## src/rtl/exc_request_unit.sv

```systemverilog
// Exception request unit: syncs/edge-latches IRQs and arbitrates decoder traps into CP0 exception/eret strobes.
// exception/cause/irq_id/eret are combinational (zero latency); IRQ edge to pending is SYNC_STAGES+1 cycles.
// stall holds off fire/eret/pending-clear; `define IRQ_MASK_EN adds a per-line mask register (mask_we/mask_wdata).
module exc_request_unit #(
  parameter int unsigned NUM_IRQ     = 8,
  parameter int unsigned SYNC_STAGES = 2,
  parameter logic [4:0]  CAUSE_INT   = 5'd0,
  parameter logic [4:0]  CAUSE_SYS   = 5'd8,
  parameter logic [4:0]  CAUSE_BRK   = 5'd9,
  parameter logic [4:0]  CAUSE_TEQ   = 5'd13
) (
  input  logic               clk,
  input  logic               reset,
  input  logic [NUM_IRQ-1:0] irq_in,
  input  logic               syscall,
  input  logic               brk,
  input  logic               teq_trap,
  input  logic               eret_in,
  input  logic               stall,
  input  logic               status_ie,
`ifdef IRQ_MASK_EN
  input  logic               mask_we,
  input  logic [NUM_IRQ-1:0] mask_wdata,
`endif
  output logic               exception,
  output logic               eret,
  output logic [4:0]         cause,
  output logic [2:0]         irq_id,
  output logic [NUM_IRQ-1:0] irq_pending,
  output logic               in_handler,
  output logic               drop_err
);

  typedef enum logic {IDLE = 1'b0, HANDLER = 1'b1} state_t;

  state_t             state, state_nxt;
  logic [NUM_IRQ-1:0] sync_q [SYNC_STAGES];
  logic [NUM_IRQ-1:0] irq_prev;
  logic [NUM_IRQ-1:0] irq_edge;
  logic [NUM_IRQ-1:0] eff_pending;
  logic [NUM_IRQ-1:0] irq_sel;
  logic [NUM_IRQ-1:0] irq_clr;
  logic [4:0]         win_cause;
  logic [2:0]         win_id;
  logic               irq_win;
  logic               trap_any;
  logic               fire;
  logic               eret_take;

  always_ff @(posedge clk or posedge reset) begin
    if (reset) begin
      for (int i = 0; i < int'(SYNC_STAGES); i++) sync_q[i] <= '0;
      irq_prev <= '0;
    end else begin
      sync_q[0] <= irq_in;
      for (int i = 1; i < int'(SYNC_STAGES); i++) sync_q[i] <= sync_q[i-1];
      irq_prev <= sync_q[SYNC_STAGES-1];
    end
  end

  assign irq_edge = sync_q[SYNC_STAGES-1] & ~irq_prev;

`ifdef IRQ_MASK_EN
  logic [NUM_IRQ-1:0] mask_q;

  always_ff @(posedge clk or posedge reset) begin
    if (reset)        mask_q <= '1;
    else if (mask_we) mask_q <= mask_wdata;
  end

  // Masking only gates arbitration; masked lines still accumulate pending.
  assign eff_pending = irq_pending & mask_q;
`else
  assign eff_pending = irq_pending;
`endif

  // Fixed priority: teq > syscall > brk > lowest-index IRQ.
  always_comb begin
    win_cause = CAUSE_INT;
    win_id    = '0;
    irq_win   = 1'b0;
    irq_sel   = '0;
    if (teq_trap)     win_cause = CAUSE_TEQ;
    else if (syscall) win_cause = CAUSE_SYS;
    else if (brk)     win_cause = CAUSE_BRK;
    else begin
      for (int i = 0; i < int'(NUM_IRQ); i++) begin
        if (eff_pending[i] && !irq_win) begin
          irq_win    = 1'b1;
          irq_sel[i] = 1'b1;
          win_id     = 3'(i);
        end
      end
    end
  end

  assign trap_any  = syscall | brk | teq_trap;
  // eret_in takes precedence over any simultaneous request.
  assign fire      = (state == IDLE) & ~stall & ~eret_in & status_ie & (trap_any | (|eff_pending));
  assign eret_take = eret_in & ~stall;
  assign irq_clr   = (fire && irq_win) ? irq_sel : '0;

  always_ff @(posedge clk or posedge reset) begin
    if (reset) begin
      irq_pending <= '0;
      drop_err    <= 1'b0;
    end else begin
      irq_pending <= (irq_pending & ~irq_clr) | irq_edge;
      if (trap_any && !stall && !eret_in && (!status_ie || state == HANDLER))
        drop_err <= 1'b1;
    end
  end

  always_ff @(posedge clk or posedge reset) begin
    if (reset) state <= IDLE;
    else       state <= state_nxt;
  end

  always_comb begin
    state_nxt = state;
    case (state)
      IDLE:    if (fire)      state_nxt = HANDLER;
      HANDLER: if (eret_take) state_nxt = IDLE;
      default: state_nxt = IDLE;
    endcase
  end

  always_comb begin
    exception  = 1'b0;
    eret       = 1'b0;
    cause      = '0;
    irq_id     = '0;
    in_handler = (state == HANDLER);
    if (!reset) begin
      exception = fire;
      eret      = eret_take;
      if (fire) begin
        cause  = win_cause;
        irq_id = irq_win ? win_id : 3'd0;
      end
    end
  end

endmodule

```

## config.mk

```make
export PLATFORM = sky130hd
export DESIGN_NAME = exc_request_unit
export DESIGN_NICKNAME = d
export VERILOG_FILES = /design/src/rtl/exc_request_unit.sv
export SDC_FILE = /design/constraint.sdc
export NUM_CORES = 1
export LEC_CHECK = 0
export CORE_ASPECT_RATIO = 1.1
export CORE_MARGIN = 2
export CORE_UTILIZATION = 48
export CTS_BUF_LIST = sky130_fd_sc_hd__clkbuf_4 sky130_fd_sc_hd__clkbuf_8
export CTS_CLUSTER_SIZE = 16
export DETAILED_ROUTE_END_ITERATION = 16
export PLACE_DENSITY = 0.8
export RECOVER_POWER = 25
export REMOVE_ABC_BUFFERS = 1
export SYNTH_ARGS = -nofsm -noshare
export SYNTH_HDL_FRONTEND = slang
export SYNTH_SLANG_ARGS = --single-unit
```

## constraint.sdc

```tcl
create_clock -name clk -period 2.35 [get_ports clk]
set_clock_uncertainty 0.15 [all_clocks]
set_input_delay 0.235 -clock clk [delete_from_list [all_inputs] [get_ports clk]]
set_output_delay 0.235 -clock clk [all_outputs]
set_load 0.01 [all_outputs]
```

* Word-level counts from Yosys, hierarchy flattened
Index checks and enable logic that the tools add are counted.
Word-level totals: output and inout bits 20, logic and storage cells 111, input bits 16, bits in registers 34
Operators by class: bitwise operators 16, mux-type cells 66, reduce and logical (&&, ||, !) cells 23
Operators by type and width (count):
- 2-to-1 mux 1 bit | 44
- 2-to-1 mux 3 bit | 12
- 2-to-1 mux 8 bit | 4
- AND 8 bit | 2
- inverter 8 bit | 2
- 2-to-1 mux 4 bit | 3
- logical AND 1 bit | 11
- logical NOT 1 bit | 10
- 2-to-1 mux 5 bit | 2
- bitwise OR 8 bit | 1
- OR reduction 8 bit | 1
- AND 1 bit | 5
- inverter 1 bit | 3
- bitwise OR 1 bit | 3
- case mux 1 bit (2 select lines) | 1
- logical OR 1 bit | 1

* Longest topological paths before layout
Gate-level depths: netlist of the first run.
depth after elaboration 51, mapped depth 3, gate-level depth less buffers 3

* Least setup slack after synthesis of the first run
Ideal clock, no wire load.
path type reg2out, start point reg state, in the netlist in_handler, end point out irq_id[0], data arrival time 1.691 ns, cell stages (with the launch flop) 4, path slack 0.274 ns, buffers on the path 0, required time 1.965 ns, cell sequence dfrtp_1 > nor4b_2 > o211ai_4 > a2111oi_0
On the way: cells in the longest elaborated chain, start to end 7
Ends and longest elaborated chain:
- start: declaration | RTL line 36 | state_t state, state_nxt;
- start signal: assignment | RTL line 116 | else state <= state_nxt;
- inverter 1 bit | RTL line 99 | assign fire = (state == IDLE) & ~stall & ~eret_in & status_ie & (trap_any | (|eff_pending));
- AND 1 bit (4 in a row) | RTL line 99
- 2-to-1 mux 3 bit | RTL line 137 | if (fire) begin
- 2-to-1 mux 3 bit | RTL line 134 | if (!reset) begin
- end: declaration | RTL line 28 | output logic [2:0] irq_id,
No other way between the ends.

* Final worst setup path of the first run
start point reg irq_pending[1], end point out irq_id[1]
On the way: cells in the longest elaborated chain, start to end 44
Ends and longest elaborated chain:
- start: declaration | RTL line 29 | output logic [NUM_IRQ-1:0] irq_pending,
- start signal: assignment | RTL line 108 | irq_pending <= (irq_pending & ~irq_clr) | irq_edge;
- logical AND 1 bit | RTL line 88 | if (eff_pending[i] && !irq_win) begin
- 2-to-1 mux 1 bit | RTL line 88
- 2-to-1 mux 1 bit | RTL line 85 | else if (brk) win_cause = CAUSE_BRK;
- 2-to-1 mux 1 bit | RTL line 84 | else if (syscall) win_cause = CAUSE_SYS;
- 2-to-1 mux 1 bit | RTL line 83 | if (teq_trap) win_cause = CAUSE_TEQ;
- logical NOT 1 bit | RTL line 88
- logical AND 1 bit | RTL line 88
- 2-to-1 mux 1 bit | RTL line 88
- (+28 left out)
- logical AND 1 bit | RTL line 88
- 2-to-1 mux 3 bit / 2-to-1 mux 1 bit (equally long branches) | RTL line 88
- 2-to-1 mux 3 bit / 2-to-1 mux 1 bit (equally long branches) | RTL line 85
- 2-to-1 mux 3 bit / 2-to-1 mux 1 bit (equally long branches) | RTL line 84
- 2-to-1 mux 3 bit / 2-to-1 mux 1 bit (equally long branches) | RTL line 83
- 2-to-1 mux 3 bit | RTL line 139 | irq_id = irq_win ? win_id : 3'd0;
- 2-to-1 mux 3 bit (*) | RTL line 137
- 2-to-1 mux 3 bit (*) | RTL line 134
Every way passes the cells marked *; elsewhere a longest branch is shown, timed or not. The select of a mux whose other input is x is not followed.

==> metrics.md, run 1 <==
| Metric | Value |
|---|---|
| Post-Synthesis Cells | `99` |
| Crit Path Max Fanout | `4` |
| CP max stage delay | `around 600 ps` |
| Met2 wire len | `1160 um` |
| Worst path slowest cell | `or4_4` |
| Clock tree buffer depth | `2` |
| Seq cells post-synth | `34` |
| RSZ-0062 raised after global routing | `false` |
| Global-route wire length before repair | `4060 um` |
| Pin count of the biggest net entering global routing | `35` |
| Util after Layout | `0.728` |
| Max-cap violations | `0` |
| Max Clock Freq | `approximately 440 MHz` |
| RePlAce Congestion | `0.869` |
| Fill cells | `about 170` |
| Most common cell in the netlist | `dfrtp_1` |
| Worst Hold Class | `reg2reg` |
| Initial antenna violation count | `0` |
| Num ports | `36` |
| Crit-path cells | `or4_4 > o211ai_4 > nor4b_1 > clkdlybuf4s15_1` |
| Area leader, netlist | `dfrtp_1` |
| DRC Markers | `0` |
| Post-DP Area | `1710 um2` |
| Synth top area cells | `dfrtp_1 68%, inv_1 3.0%, nor2_1 2.7%, a22o_1 2.1%, nand2b_1 2.0%` |
| WL met3 | `roughly 180 um` |
| Via count | `between 900 and 1000` |
| Skew-Pair Late Insertion Delay | `330 ps` |
| Power per cell area | `571 nW/um2` |
| Worst setup SP type | `register` |
| DR WL/cell | `around 13 um` |
| Req. time, crit path | `between 1500 and 2000 ps` |
| Core footprint | `2500 um2` |
| Post-CTS Hold Fix Bufs | `0` |
| CTS buffer count | `5` |
| M1 wire length | `roughly 1000 um` |
| Area Overhead vs Synth | `44.4%` |
| Global route overflow | `0` |
| Gr usage total | `0.193` |
| Die height | `~58 um` |
| Clk sink count | `34` |
| Hold Slack | `between 200 and 250 ps` |
| CP Data Arrival Time | `between 1500 and 2000 ps` |
| Initial Utilization | `0.504` |
| Clk root buf | `clkbuf_4` |
| Routed WL | `between 2000 and 2500 um` |
| Peak supply drop | `between 0.6 and 0.7 mV` |
| Clock slew seen by the registers of the worst setup and hold paths | `~100 ps` |
| Endpoints failing hold | `0` |
| Post-route ant nets | `0` |
| Vias per inst | `4.97` |
| Proportion of layout cells with a drive suffix above 1 | `0.242` |
| Max Transition Viols Final | `0` |
| CP Class | `reg2out` |
| Die width | `52.8 um` |
| Num rows | `19` |
| Vias in the first global route | `~930` |
| Setup crit end kind | `primary output` |
| Number of DRC violations after detailed-routing iteration 0 | `12` |
| Htree depth | `2` |
| DRT Pass-1 Iters | `4` |
| Number of synthesized flops with an enable pin | `0` |
| Final Critical Period | `between 2000 and 2500 ps` |
| Synth warnings | `0` |
| I/O Buffers | `33` |
| Top cells by count, synth | `34 x dfrtp_1, 10 x inv_1, 9 x nor2_1, 5 x nand2_1, 4 x nand2b_1` |
| Die footprint | `3050 um2` |
| Post-synth ARST share | `1.00` |
| Syn Area/Cell | `between 10 and 15 um2` |
| DP HPWL | `1760 um` |
| Nets@finish | `172` |
| Max Used Layer | `met4` |
| Share of the synthesized area in the top cell type | `0.676` |
| Final Instance Area | `between 1500 and 2000 um2` |
| Dominant synthesized flop cell | `dfrtp_1` |
| Fin crit share | `0.968` |
| Unique masters post-synth | `30` |
| Pleak | `0.831 nW` |
| Final setup violation count | `0` |
| Seq/Total Area, Yosys | `0.676` |
| CTS tree | `done` |
| Cell Area, Synth | `1260 um2` |
| Status | `complete, no violations` |
| Antenna diode count | `0` |
-- layout by cell type (no fill, tap or decap) --
master / instances
or3_1: 1
a21o_2: 1
nor4b_2: 1
conb_1: 2
a21o_1: 2
or2_2: 1
nand2_1: 5
clkbuf_4: 6
clkbuf_2: 2
inv_1: 10
dlygate4sd2_1: 4
o22ai_1: 1
clkdlybuf4s50_1: 18
o211ai_4: 1
dfrtp_1: 34
o311a_1: 1
clkbuf_8: 1
dlygate4sd3_1: 8
nand4_1: 2
nor2b_1: 2
o41ai_1: 1
nor3_4: 1
buf_4: 18
a2bb2oi_2: 1
nor4b_1: 1
nand2b_1: 4
nor2_1: 9
nor3_1: 2
o32a_1: 1
a22o_1: 3
or4_4: 2
o21ai_0: 3
a31o_2: 1
clkdlybuf4s15_1: 1
nand3_1: 1
nor4_2: 1
clkinv_2: 1
a21oi_1: 2
a2111oi_0: 1
-- repair_timing --
action	4_1_cts	5_1_grt
setup endpoints to repair	7	3
pin swaps	3	2
resized for setup	10	6
endpoints found under the hold margin	0	0
setup buffers	5	0
-- state kept, by name (all words and copies together), names as in the netlist --
name / flops
irq_prev: 8
sync_q: 16
irq_pending: 8
in_handler: 1
drop_err: 1
-- power by group --
part	switching [W]	leakage (nW)	internal, W	total (W)
logic	0.0000395	0.421	0.0000477	0.0000872
clock network	0.000177	0.0387	0.000156	0.000333
registers	0.00000889	0.371	0.000608	0.000617
-- area by class of cell --
| cell class | count | area (um2) | share of cell area |
|---|---|---|---|
| Multi-Input combinational cell | 54 | 377 | 0.207 |
| Timing Repair Buffer | 51 | 450 | 0.248 |
| Inverter | 10 | 37.5 | 0.0206 |
| Sequential cell | 34 | 851 | 0.468 |
| Clock inverter | 1 | 5.00 | 0.00275 |
| Tap cell | 31 | 38.8 | 0.0213 |
| Clock buffer | 7 | 58.8 | 0.0323 |
-- metrics by stage --
| stage | total power [W] | worst slack [ps] | instances | setup TNS (ps) |
|---|---|---|---|---|
| 3_5_place_dp | 0.000717 | -129 | 175 | -336 |
| 5_1_grt | 0.00110 | 2.10 | 188 | 0 |
| 2_1_floorplan | 0.000658 | 274 | 98 | 0 |
| 3_3_place_gp | 0.000713 | -118 | 175 | -224 |
| 6_report | 0.00104 | 75.9 | 188 | 0 |
| 4_1_cts | 0.00106 | 4.98 | 188 | 0 |
-- final timing paths --
path / start / to / slack (ps) / cells after the start
setup / recovery: irq_pending[1] / irq_id[1] / 80 / 4
hold / removal: sync_q[8] / sync_q[0] / 200 / 0
setup reg to reg: irq_pending[1] / irq_pending[5] / 580 / 4
hold reg to reg: sync_q[8] / sync_q[0] / 200 / 0
max in group asynchronous: reset / sync_q[8] / 1450 / 3
min in group asynchronous: reset / irq_pending[3] / 310 / 3
-- kinds of logic after synthesis --
kind of cell,Yosys count,share of synthesized area
other,1,0.00298
DFF,34,0.676
buffers and inverters,12,0.0417
and+or+nand+nor,33,0.149
AOI/OAI and AO/OA,19,0.130
-- critical path: cells and delay by family, from the launching register on --
family	cells	cell delay, ps
simple gates	2	670
flops	1	400
compound gates	1	240
buf+inv	1	240
-- layer usage --
layer,vias up,track usage
met2,38,0.304
met1,432,0.229
li1,457,-
met4,0,0.103
met5,-,0
met3,7,0.0722
No activity file was read; power rests on OpenSTA's default activity.
==> inputs of run 2 (changes only) <==
- SLEW_MARGIN: unset -> 15
==> results of run 2 <==
Same layout as run 1: the final DEF is identical, and so are final timing and power.
